===== config.mk =====
export PLATFORM = sky130hd
export DESIGN_NAME = vga_multi_sprite_display_flat
export DESIGN_NICKNAME = d
export VERILOG_FILES = /design/src/rtl/vga_multi_sprite_display_pkg.sv /design/src/rtl/vga_multi_sprite_display_if.sv /design/src/rtl/vga_multi_sprite_display_sprite_mover.sv /design/src/rtl/vga_multi_sprite_display.sv /design/src/flat_wrapper.sv
export SDC_FILE = /design/constraint.sdc
export NUM_CORES = 1
export LEC_CHECK = 0
export CORE_MARGIN = 3
export CORE_UTILIZATION = 60
export CTS_CLUSTER_SIZE = 40
export DETAILED_ROUTE_END_ITERATION = 16
export DONT_BUFFER_PORTS = 1
export PLACE_DENSITY = 0.79
export SYNTH_ARGS = -nofsm -noshare
export SYNTH_HDL_FRONTEND = slang
export SYNTH_SLANG_ARGS = --single-unit
export TNS_END_PERCENT = 5

===== constraint.sdc =====
create_clock -name vga_clk -period 17.05 [get_ports vga_clk]
set_input_delay 2.5575 -clock vga_clk [delete_from_list [all_inputs] [get_ports vga_clk]]
set_output_delay 2.5575 -clock vga_clk [all_outputs]
set_load 0.1 [all_outputs]

===== src/rtl/vga_multi_sprite_display_pkg.sv =====
// Shared definitions for the multi-sprite VGA colour generator.
// Contents: RGB565 colour constants, the per-sprite colour table,
// the per-axis bounce step used by every sprite, and an 11-bit
// signed square helper for the circle hit test.
package vga_multi_sprite_display_pkg;

  localparam logic [15:0] BLUE    = 16'h001F;
  localparam logic [15:0] WHITE   = 16'hFFFF;
  localparam logic [15:0] BLACK   = 16'h0000;
  localparam logic [15:0] RED     = 16'hF800;
  localparam logic [15:0] GREEN   = 16'h07E0;
  localparam logic [15:0] MAGENTA = 16'hF81F;

  // One axis of sprite state after a move: position, direction
  // (1 = increasing, i.e. right/down) and whether a wall was hit.
  typedef struct packed {
    logic [10:0] pos;
    logic        inc;
    logic        hit;
  } axis_t;

  function automatic logic [15:0] spr_colour(input int idx);
    case (idx)
      0:       return RED;
      1:       return GREEN;
      2:       return BLACK;
      default: return MAGENTA;
    endcase
  endfunction

  // Move one axis by step, clamping to [lo, hi] and flipping direction
  // on contact so a sprite never overshoots a wall.
  function automatic axis_t step_axis(input logic [10:0] pos, input logic inc,
                                     input logic [10:0] lo, input logic [10:0] hi,
                                     input logic [10:0] step);
    axis_t r;
    r.pos = pos;
    r.inc = inc;
    r.hit = 1'b0;
    if (inc) begin
      if (pos + step >= hi) begin
        r.pos = hi;
        r.inc = 1'b0;
        r.hit = 1'b1;
      end else begin
        r.pos = pos + step;
      end
    end else begin
      if (pos <= lo + step) begin
        r.pos = lo;
        r.inc = 1'b1;
        r.hit = 1'b1;
      end else begin
        r.pos = pos - step;
      end
    end
    return r;
  endfunction

  // Square of an 11-bit signed distance as a 22-bit unsigned value.
  function automatic logic [21:0] sq11(input logic signed [10:0] v);
    logic [10:0] a;
    a = v[10] ? 11'(-v) : 11'(v);
    return 22'(a) * 22'(a);
  endfunction

endpackage


===== src/rtl/vga_multi_sprite_display_if.sv =====
// Pixel interface between the VGA timing driver and the colour generator.
// master: timing side, drives pixel coordinates and the pause/shape
//         controls, receives the colour and the bounce pulses.
// slave : colour generator side.
interface vga_multi_sprite_display_if #(
  parameter int NUM_SPR = 2
);
  logic               pause;
  logic               shape_sel;
  logic [9:0]         pixel_xpos;
  logic [9:0]         pixel_ypos;
  logic [15:0]        pixel_data;
  logic [NUM_SPR-1:0] bounce;

  modport master (output pause, shape_sel, pixel_xpos, pixel_ypos,
                  input  pixel_data, bounce);
  modport slave  (input  pause, shape_sel, pixel_xpos, pixel_ypos,
                  output pixel_data, bounce);
endinterface


===== src/rtl/vga_multi_sprite_display_sprite_mover.sv =====
// Position and direction state of one bouncing sprite.
// Ports: clk, rst (sync, active-high), tick (move strobe),
//        x/y (top-left corner of the sprite box), bounce (one-cycle
//        pulse on any wall contact, corner hits give a single pulse).
module vga_multi_sprite_display_sprite_mover
  import vga_multi_sprite_display_pkg::*;
#(
  parameter int X0     = 48,
  parameter int Y0     = 48,
  parameter bit RIGHT0 = 1'b1,
  parameter int X_MIN  = 40,
  parameter int X_MAX  = 560,
  parameter int Y_MIN  = 40,
  parameter int Y_MAX  = 400,
  parameter int STEP   = 1
) (
  input  logic        clk,
  input  logic        rst,
  input  logic        tick,
  output logic [10:0] x,
  output logic [10:0] y,
  output logic        bounce
);
  logic [10:0] x_q, x_d, y_q, y_d;
  logic        h_inc_q, h_inc_d, v_inc_q, v_inc_d;
  logic        bounce_q, bounce_d;
  axis_t       ax, ay;

  always_comb begin
    ax       = step_axis(x_q, h_inc_q, 11'(X_MIN), 11'(X_MAX), 11'(STEP));
    ay       = step_axis(y_q, v_inc_q, 11'(Y_MIN), 11'(Y_MAX), 11'(STEP));
    x_d      = x_q;
    y_d      = y_q;
    h_inc_d  = h_inc_q;
    v_inc_d  = v_inc_q;
    bounce_d = 1'b0;
    if (tick) begin
      x_d      = ax.pos;
      h_inc_d  = ax.inc;
      y_d      = ay.pos;
      v_inc_d  = ay.inc;
      bounce_d = ax.hit | ay.hit;
    end
  end

  always_ff @(posedge clk) begin
    if (rst) begin
      x_q      <= 11'(X0);
      y_q      <= 11'(Y0);
      h_inc_q  <= RIGHT0;
      v_inc_q  <= 1'b1;
      bounce_q <= 1'b0;
    end else begin
      x_q      <= x_d;
      y_q      <= y_d;
      h_inc_q  <= h_inc_d;
      v_inc_q  <= v_inc_d;
      bounce_q <= bounce_d;
    end
  end

  assign x      = x_q;
  assign y      = y_q;
  assign bounce = bounce_q;

endmodule


===== src/rtl/vga_multi_sprite_display.sv =====
// Pixel-colour generator: blue border, NUM_SPR bouncing sprites
// (square or circle) on a white field, RGB565 output registered once.
// Ports: vga_clk (only clock), sys_rst (sync, active-high),
//        disp (slave side: pause, shape_sel, pixel_xpos/ypos in;
//        pixel_data, bounce out).
module vga_multi_sprite_display
  import vga_multi_sprite_display_pkg::*;
#(
  parameter int H_DISP   = 640,
  parameter int V_DISP   = 480,
  parameter int SIDE_W   = 40,
  parameter int SPR_SIZE = 40,
  parameter int NUM_SPR  = 2,
  parameter int STEP     = 1,
  parameter int DIV_MAX  = 250000
) (
  input  logic                         vga_clk,
  input  logic                         sys_rst,
  vga_multi_sprite_display_if.slave    disp
);
  localparam int          XMAX  = H_DISP - SIDE_W - SPR_SIZE;
  localparam int          YMAX  = V_DISP - SIDE_W - SPR_SIZE;
  localparam int          HALF  = SPR_SIZE / 2;
  localparam int          DIV_W = $clog2(DIV_MAX + 1);
  localparam logic [21:0] R2    = 22'(HALF * HALF);

  function automatic logic in_square(input logic [10:0] px, input logic [10:0] py,
                                     input logic [10:0] sx, input logic [10:0] sy);
    return (px >= sx) && (px < sx + 11'(SPR_SIZE)) &&
           (py >= sy) && (py < sy + 11'(SPR_SIZE));
  endfunction

  // Distances wrap in 11 bits and are reinterpreted as signed; screen
  // coordinates never span more than +/-1023 so the sign is exact.
  function automatic logic in_circle(input logic [10:0] px, input logic [10:0] py,
                                     input logic [10:0] sx, input logic [10:0] sy);
    logic signed [10:0] dx, dy;
    dx = signed'(px - (sx + 11'(HALF)));
    dy = signed'(py - (sy + 11'(HALF)));
    return (sq11(dx) + sq11(dy)) < R2;
  endfunction

  logic [DIV_W-1:0]   div_q, div_d;
  logic [15:0]        pix_q, pix_d;
  logic               tick;
  logic [10:0]        spr_x [NUM_SPR];
  logic [10:0]        spr_y [NUM_SPR];
  logic               spr_b [NUM_SPR];
  logic [NUM_SPR-1:0] bounce_w;
  logic [NUM_SPR-1:0] hit;
  logic [10:0]        px, py;
  logic               border;

  // Move-tick divider; pause freezes the count so no tick is lost or added.
  always_comb begin
    tick  = !disp.pause && (div_q == DIV_W'(DIV_MAX - 1));
    div_d = div_q;
    if (!disp.pause) div_d = tick ? '0 : div_q + DIV_W'(1);
  end

  for (genvar g = 0; g < NUM_SPR; g++) begin : g_spr
    vga_multi_sprite_display_sprite_mover #(
      .X0     (SIDE_W + 8 + g * (SPR_SIZE + 8)),
      .Y0     (SIDE_W + 8 + g * 16),
      .RIGHT0 (g % 2 == 0),
      .X_MIN  (SIDE_W),
      .X_MAX  (XMAX),
      .Y_MIN  (SIDE_W),
      .Y_MAX  (YMAX),
      .STEP   (STEP)
    ) u_mover (
      .clk    (vga_clk),
      .rst    (sys_rst),
      .tick   (tick),
      .x      (spr_x[g]),
      .y      (spr_y[g]),
      .bounce (spr_b[g])
    );
  end

  always_comb begin
    bounce_w = '0;
    for (int i = 0; i < NUM_SPR; i++) bounce_w[i] = spr_b[i];
  end
  assign disp.bounce = bounce_w;

  assign px     = {1'b0, disp.pixel_xpos};
  assign py     = {1'b0, disp.pixel_ypos};
  assign border = (px < 11'(SIDE_W)) || (px >= 11'(H_DISP - SIDE_W)) ||
                  (py < 11'(SIDE_W)) || (py >= 11'(V_DISP - SIDE_W));

  always_comb begin
    hit = '0;
    for (int i = 0; i < NUM_SPR; i++)
      hit[i] = disp.shape_sel ? in_circle(px, py, spr_x[i], spr_y[i])
                              : in_square(px, py, spr_x[i], spr_y[i]);
  end

  // Walk from the lowest-priority sprite up so the lowest index wins.
  always_comb begin
    pix_d = WHITE;
    for (int i = NUM_SPR - 1; i >= 0; i--)
      if (hit[i]) pix_d = spr_colour(i);
    if (border) pix_d = BLUE;
  end

  always_ff @(posedge vga_clk) begin
    if (sys_rst) begin
      div_q <= '0;
      pix_q <= BLACK;
    end else begin
      div_q <= div_d;
      pix_q <= pix_d;
    end
  end

  assign disp.pixel_data = pix_q;

endmodule


===== src/flat_wrapper.sv =====
// flat-port wrapper written by rule: the top's interface ports become plain ports
module vga_multi_sprite_display_flat import vga_multi_sprite_display_pkg::*;
#(
  parameter int H_DISP   = 640,
  parameter int V_DISP   = 480,
  parameter int SIDE_W   = 40,
  parameter int SPR_SIZE = 40,
  parameter int NUM_SPR  = 2,
  parameter int STEP     = 1,
  parameter int DIV_MAX  = 250000
)
  (vga_clk, sys_rst, disp_pause, disp_shape_sel, disp_pixel_xpos, disp_pixel_ypos, disp_pixel_data, disp_bounce);
  vga_multi_sprite_display_if #(.NUM_SPR(NUM_SPR)) disp_i ();
  input  logic vga_clk;
  input  logic sys_rst;
  input wire logic [$bits(disp_i.pause)-1:0] disp_pause;
  input wire logic [$bits(disp_i.shape_sel)-1:0] disp_shape_sel;
  input wire logic [$bits(disp_i.pixel_xpos)-1:0] disp_pixel_xpos;
  input wire logic [$bits(disp_i.pixel_ypos)-1:0] disp_pixel_ypos;
  output wire logic [$bits(disp_i.pixel_data)-1:0] disp_pixel_data;
  output wire logic [$bits(disp_i.bounce)-1:0] disp_bounce;
  assign disp_i.pause = disp_pause;
  assign disp_i.shape_sel = disp_shape_sel;
  assign disp_i.pixel_xpos = disp_pixel_xpos;
  assign disp_i.pixel_ypos = disp_pixel_ypos;
  assign disp_pixel_data = disp_i.pixel_data;
  assign disp_bounce = disp_i.bounce;
  vga_multi_sprite_display #(.H_DISP(H_DISP), .V_DISP(V_DISP), .SIDE_W(SIDE_W), .SPR_SIZE(SPR_SIZE), .NUM_SPR(NUM_SPR), .STEP(STEP), .DIV_MAX(DIV_MAX)) u_core (.vga_clk(vga_clk), .sys_rst(sys_rst), .disp(disp_i));
endmodule

=== Word-level counts from Yosys, hierarchy flattened ===
Index checks and enable logic that the tools add are counted.

* Add/sub/neg operators: 27
* Multipliers: 4
* Magnitude comparators: 22
* Eq/ne operators: 1
* Muxes and demuxes: 30
* Bitwise gates (word level): 3
* Reductions and logical operators: 14

{| class="wikitable"
|+ Operator list
! cell !! count
|-
| 11-bit 2-to-1 mux || 12
|-
| 11-bit by 11-bit multiplier with 22-bit output || 4
|-
| 13-bit 2-to-1 mux || 4
|-
| 11-bit by 1-bit adder with 11-bit output, second input constant || 4
|-
| 11-bit by 5-bit adder with 11-bit output, second input constant || 4
|-
| 11-bit by 6-bit adder with 11-bit output, second input constant || 4
|-
| 22-bit adder || 2
|-
| 10-bit by 11-bit >= comparator with 1-bit output || 4
|-
| 11-bit by 6-bit less-or-equal comparator with 1-bit output, second input constant || 4
|-
| 10-bit by 11-bit < comparator with 1-bit output || 4
|-
| 22-bit by 9-bit < comparator with 1-bit output, second input constant || 2
|-
| 11-bit negator || 4
|-
| 10-bit by 11-bit subtractor with 11-bit output || 4
|-
| 11-bit by 1-bit subtractor with 11-bit output, second input constant || 4
|-
| 16-bit 2-to-1 mux || 2
|-
| 11-bit by 10-bit >= comparator with 1-bit output, second input constant || 2
|-
| 11-bit by 9-bit >= comparator with 1-bit output, second input constant || 2
|-
| 10-bit by 6-bit < comparator with 1-bit output, second input constant || 2
|-
| 18-bit by 1-bit adder with 18-bit output, second input constant || 1
|-
| 18-bit == test, second input constant || 1
|-
| 18-bit 2-to-1 mux || 1
|-
| 2-bit 2-to-1 mux || 8
|-
| 10-bit >= comparator, second input constant || 1
|-
| 10-bit by 9-bit >= comparator with 1-bit output, second input constant || 1
|-
| 9 further kinds || 20
|}

* Bits in registers: 84
* Input bits: 24
* Output and inout port bits: 18

=== Depth between registers and ports, before layout ===
* Word-level depth: 11
* Gate-level depth with buffers: 41
* Mapped depth without buffers: 40

=== Modules after synthesis ===
Synthesis repeated with hierarchy kept, for this count alone.

* Cell total of the unflattened synthesis: 3020
* Area total of the unflattened synthesis: 24434.7 sq um

{| class="wikitable"
|+ Modules (own cells, without submodules)
! module !! instances !! cells each !! area an instance (sq um) !! sequential area each (sq um)
|-
| vga_multi_sprite_display || 1 || 2429 || 20028.0 || 420.4
|-
| vga_multi_sprite_display_sprite_mover at u_core.g_spr[0].u_mover || 1 || 295 || 2302.2 || 500.5
|-
| vga_multi_sprite_display_sprite_mover at u_core.g_spr[1].u_mover || 1 || 296 || 2104.5 || 500.5
|}

=== Worst setup path after synthesis ===
OpenSTA, ideal clock, no wires.

* Path type: input port to flip-flop
* Start point: in disp_pixel_xpos[1]
* End point: reg u_core.pix_q[14], in the netlist u_core.disp.pixel_data[14]
* Library setup time: 0.146 ns
* Arrival time: 11.683 ns
* Data required time: 16.904 ns
* Setup slack: 5.221 ns
* Stages on the path: 37
* Buffers on the path: 0
* Cell sequence: ha_1 ha_1 inv_1 fa_1 maj3_2 maj3_2 o21bai_2 a21oi_2 xnor2_1 nand4bb_4 nand2_1 xnor2_2 inv_1 or2_2 fa_1 inv_1 fa_1 inv_1 fa_1 inv_1 fa_1 fa_1 fa_1 inv_1 fa_1 inv_1 ha_1 a21oi_1 o21ai_0 a221oi_1 o21ai_0 a21o_2 a21oi_1 xnor3_1 xnor2_1 o31ai_2 a311oi_1

* Longest elaborated chain between the ends: 9
* Elaborated cells on any way between the ends: 32

{| class="wikitable"
|+ RTL lines
! item !! line !! RTL
|-
| from (decl) || flat_wrapper.sv:18 || <nowiki>input wire logic [$bits(disp_i.pixel_xpos)-1:0] disp_pixel_xpos;</nowiki>
|-
| 10-bit by 11-bit subtractor with 11-bit output || vga_multi_sprite_display.sv:38 || <nowiki>dx = signed'(px - (sx + 11'(HALF)));</nowiki>
|-
| 11-bit negator || vga_multi_sprite_display_pkg.sv:63 || <nowiki>a = v[10] ? 11'(-v) : 11'(v);</nowiki>
|-
| 11-bit 2-to-1 mux || vga_multi_sprite_display_pkg.sv:63 ||
|-
| 11-bit by 11-bit multiplier with 22-bit output || vga_multi_sprite_display_pkg.sv:64 || <nowiki>return 22'(a) * 22'(a);</nowiki>
|-
| 22-bit adder || vga_multi_sprite_display.sv:40 || <nowiki>return (sq11(dx) + sq11(dy)) < R2;</nowiki>
|-
| 22-bit by 9-bit < comparator with 1-bit output || vga_multi_sprite_display.sv:40 ||
|-
| 1-bit 2-to-1 mux || vga_multi_sprite_display.sv:95 || <nowiki>hit[i] = disp.shape_sel ? in_circle(px, py, spr_x[i], spr_y[i])</nowiki>
|-
| 16-bit 2-to-1 mux (2 in series) || vga_multi_sprite_display.sv:103 || <nowiki>if (hit[i]) pix_d = spr_colour(i);</nowiki>
|-
| to (signal assigned) || vga_multi_sprite_display.sv:113 || <nowiki>pix_q <= pix_d;</nowiki>
|-
| to (decl) || vga_multi_sprite_display.sv:44 || <nowiki>logic [15:0] pix_q, pix_d;</nowiki>
|}

Parallel ways exist; a longest one is shown, timed or not.
A chain may end at the register's enable or synchronous reset.

=== Worst setup path in the final report ===
* Start point: in disp_pixel_ypos[0]
* End point: reg u_core.pix_q[14], in the netlist u_core.disp.pixel_data[14]

* Longest elaborated chain between the ends: 9
* Elaborated cells on any way between the ends: 29

{| class="wikitable"
|+ RTL lines
! item !! line !! RTL
|-
| from (decl) || flat_wrapper.sv:19 || <nowiki>input wire logic [$bits(disp_i.pixel_ypos)-1:0] disp_pixel_ypos;</nowiki>
|-
| 10-bit by 11-bit subtractor with 11-bit output || vga_multi_sprite_display.sv:39 || <nowiki>dy = signed'(py - (sy + 11'(HALF)));</nowiki>
|-
| 11-bit negator || vga_multi_sprite_display_pkg.sv:63 ||
|-
| 11-bit 2-to-1 mux || vga_multi_sprite_display_pkg.sv:63 ||
|-
| 11-bit by 11-bit multiplier with 22-bit output || vga_multi_sprite_display_pkg.sv:64 ||
|-
| 22-bit adder || vga_multi_sprite_display.sv:40 ||
|-
| 22-bit by 9-bit < comparator with 1-bit output || vga_multi_sprite_display.sv:40 ||
|-
| 1-bit 2-to-1 mux || vga_multi_sprite_display.sv:95 ||
|-
| 16-bit 2-to-1 mux (2 in series) || vga_multi_sprite_display.sv:103 ||
|}

Parallel ways exist; a longest one is shown, timed or not.

==> results.yml <==
outcome:
  outcome: "finished clean"
critical_path:
  crit_family: "adder cells"
  crit_end: "u_core.disp.pixel_data[14]$_SDFF_PP0_"
  crit_type: "in -> reg"
  r2r_cells: 37
  r2r_start: "u_core.g_spr[1].u_mover.y[1]$_SDFFE_PP0P_"
  rrSetupSlack_ns: 5.51
  critPathArrivalTime_ns: 13.20
  critPathLaunch: "disp_pixel_ypos[0]"
  worst_setup_path_end_kind: "register"
  critPathMaxFanout: 9
  critPathBufInv: 9
  cp_slowest_stage_delay_ns: 0.66
  worst-path-stages: 38
  critPathLaunchType: "input port"
  timing.rr.end: "u_core.disp.pixel_data[14]$_SDFF_PP0_"
  crit_slowest_cell: "a221oi_1"
  worst_ep_required_time_ns: 17.23
global_routing:
  grt_pass1_vias: 20000
  grt_util_met1_pct: 42.0
  overflow: 0
  grt_max_degree: 60
  use_met3_pct: 7.17
  antenna_found_initial: 0
  busiest_layer: "met2"
  grt_pass1_wl_um: 101000
  gr-usage-all-layers_pct: 29.6
  grt_util_met2_pct: 46.5
clock_tree:
  htreeDepth: 3
  cts_tree: "done"
  cts_inserted_buffers: 9
  cts_resized: 0
  cts.clk_slew.worst_paths_ns: 0.06
  numClockSinks: 71
  hold_buffers: 0
  clockBufferDepth: 2
  postCtsSetupBuffers: 0
  clock_latency_ns: 0.35
  cts-root-buf: "clkbuf_16"
routing:
  firstDrtPassIters: 7
  viasPerCell: 5.83
  routed_wl_um: 60600
  drc_errors: 0
  route.vias.total: 20000
  drtAntennaViolNets: 0
  routedWlPerCell_um: 17.6
  drt_iter0_markers: 1585
run:
  max_cap_violations: 0
cells_and_area:
  fin_util_pct: 63.1
  regArea_um2: 1430
  drive_gt1_share_pct: 3.09
  n_antenna_cell: 0
  n_fill_cell: 3351
  syn_to_final_growth_pct: 3.16
  multi_input_comb_area_um2: 19600
  finish.net_count: 3605
  final_area_um2: 24600
synth:
  synth_cell_types: 93
  yosysWarnings: 0
  synth_flop_cell: "dfxtp_1"
  synth_edf_count: 0
  syn-instance-count: 2952
  syn_avg_cell_area_um2: 8.08
  synth_seq_area_share_pct: 5.96
  async_flop_share_pct: 0
  syn-cell-area_um2: 23900
  ys_ff_latch: 71
floorplan:
  die_h_um: 205
  design.core.area_um2: 39000
  die_area_um2: 42200
  io_pins: 42
  die_w_um: 205
  rows: 72
  initial_core_util_pct: 61.2
sta:
  max_freq_mhz: 76.8
  min_period_ns: 13.01
  fin_ws_ns: 4.04
  setup_viol: 0
  max-slew-margin-rel_pct: 23.2
  rsz0062_at_grt: "false"
  worstMarginPinSlew_ns: 1.14
  maxSlewViolCount: 0
  period_share_pct: 76.3
  hold_viol: 0
  tns_ns: 0
  finalClockSkew_ns: 0.0117
place:
  dpl_cell_area_um2: 24300
  pre_cts_slack_ns: 3.90
  globalplace.congestion: 0.965
  io_buffers: 0
  post-dp-hpwl_um: 51500
worst_hold_path:
  hp-class: "reg -> reg"
  hold_path_startpoint: "u_core.div_q[1]$_SDFFE_PP0N_"
[flip-flops by register name (all words and copies together), names as in the netlist]
| register | count |
|---|---|
| u_core.g_spr.u_mover.bounce | 2 |
| u_core.div_q | 18 |
| u_core.disp.pixel_data | 3 |
| u_core.g_spr.u_mover.x | 22 |
| u_core.g_spr.u_mover.h_inc_q | 2 |
| u_core.g_spr.u_mover.y | 22 |
| u_core.g_spr.u_mover.v_inc_q | 2 |
[cell type report]
| type | count | area share, % |
|---|---|---|
| multi-input combinational | 2139 | 79.5 |
| inverter | 679 | 10.4 |
| sequential | 71 | 5.82 |
| tap | 518 | 2.63 |
| clock buffer | 9 | 0.915 |
| timing repair buffer | 12 | 0.447 |
| clock inverter | 7 | 0.300 |
[layout by cell type (no fill, tap or decap), drive strengths merged, types with 10 or more instances in the layout]
cell / n
a21o: 29
nor2: 235
clkinv: 11
a31oi: 19
ha: 335
o211ai: 10
or3: 12
nand4: 26
and2: 17
xor2: 64
nand2: 183
inv: 675
a211oi: 16
fa: 334
dfxtp: 71
o31ai: 10
o22ai: 14
and3: 29
nor2b: 19
nand2b: 46
o21ai: 131
mux2i: 15
or2: 25
nor3: 64
nand3: 52
a221oi: 14
conb: 28
nor4: 18
a21oi: 137
a22oi: 13
o21bai: 10
xnor2: 108
buf: 12
[worst min path at each step]
stage               cells after the start                            to  slack [ns]
floorplan                               2  u_core.div_q[1]$_SDFFE_PP0N_        0.46
global placement                        2  u_core.div_q[1]$_SDFFE_PP0N_        0.47
detailed placement                      2  u_core.div_q[1]$_SDFFE_PP0N_        0.48
CTS                                     2  u_core.div_q[1]$_SDFFE_PP0N_        0.49
global route                            2  u_core.div_q[9]$_SDFFE_PP0N_        0.53
finish                                  2  u_core.div_q[1]$_SDFFE_PP0N_        0.49
[worst reg2reg max path: cells and delay by family (launching register included)]
kind	cells	cell delay, ns
buffers and inverters	8	1.01
adder cells (fa/ha/maj)	13	5.48
AO/OA/AOI/OAI	8	2.37
AND/OR/NAND/NOR	4	0.88
flip-flops	1	0.45
XOR/XNOR	4	1.16
[synthesized netlist by cell type, types with 7 or more instances]
master / n / share of area (%)
a211oi_1: 16 / 0.50
a21o_1: 28 / 0.88
a21oi_1: 135 / 2.8
a221oi_1: 14 / 0.51
a22oi_1: 13 / 0.41
a31oi_1: 18 / 0.47
and2_1: 17 / 0.45
and3_1: 29 / 0.76
and4_1: 7 / 0.26
buf_4: 17 / 0.53
clkbuf_1: 66 / 1.0
clkinv_1: 9 / 0.14
dfxtp_1: 71 / 6.0
fa_1: 334 / 28
ha_1: 335 / 18
inv_1: 668 / 11
mux2i_1: 14 / 0.59
nand2_1: 183 / 2.9
nand2b_1: 46 / 1.2
nand3_1: 52 / 1.1
nand4_1: 26 / 0.68
nor2_1: 235 / 3.7
nor2b_1: 19 / 0.50
nor3_1: 64 / 1.3
nor3b_1: 8 / 0.25
nor4_1: 18 / 0.47
o211ai_1: 10 / 0.31
o21a_1: 9 / 0.28
o21ai_0: 126 / 2.6
o21bai_1: 9 / 0.28
o221ai_1: 7 / 0.26
o22ai_1: 14 / 0.37
o31ai_1: 8 / 0.25
or2_2: 24 / 0.63
or3_1: 11 / 0.29
xnor2_1: 106 / 3.9
xor2_1: 61 / 2.2
[logic make-up (layout without fill, tap and decap cells)]
family                   count (synthesis)  count (layout)  synth area share [%]
buffers and inverters                  768             707                  12.4
AND/OR/NAND/NOR                        766             766                  15.6
adder cells (fa/ha/maj)                675             675                  45.9
AO/OA/AOI/OAI                          481             481                  12.8
XOR/XNOR                               174             174                  6.66
flip-flops                              71              71                  5.96
multiplexers                            15              15                 0.645
other                                    2              28                0.0315
[metal layers]
metal  up-vias  wire length, um
li1       9373                -
met1      9685            26200
met2       860            27100
met3        94             6150
met4         0             1220
met5         -                0
[metrics by stage]
stage / hold slack, ns / std cells
after floorplan: 0.465 / 2978
after global placement: 0.474 / 3419
after global routing: 0.530 / 3435
final: 0.494 / 3435
after detailed placement: 0.483 / 3419
after CTS: 0.495 / 3435
Power is left out: the tool's default activity adds up to more than one toggle a clock period on the data nets, which glitch-free logic cannot reach.
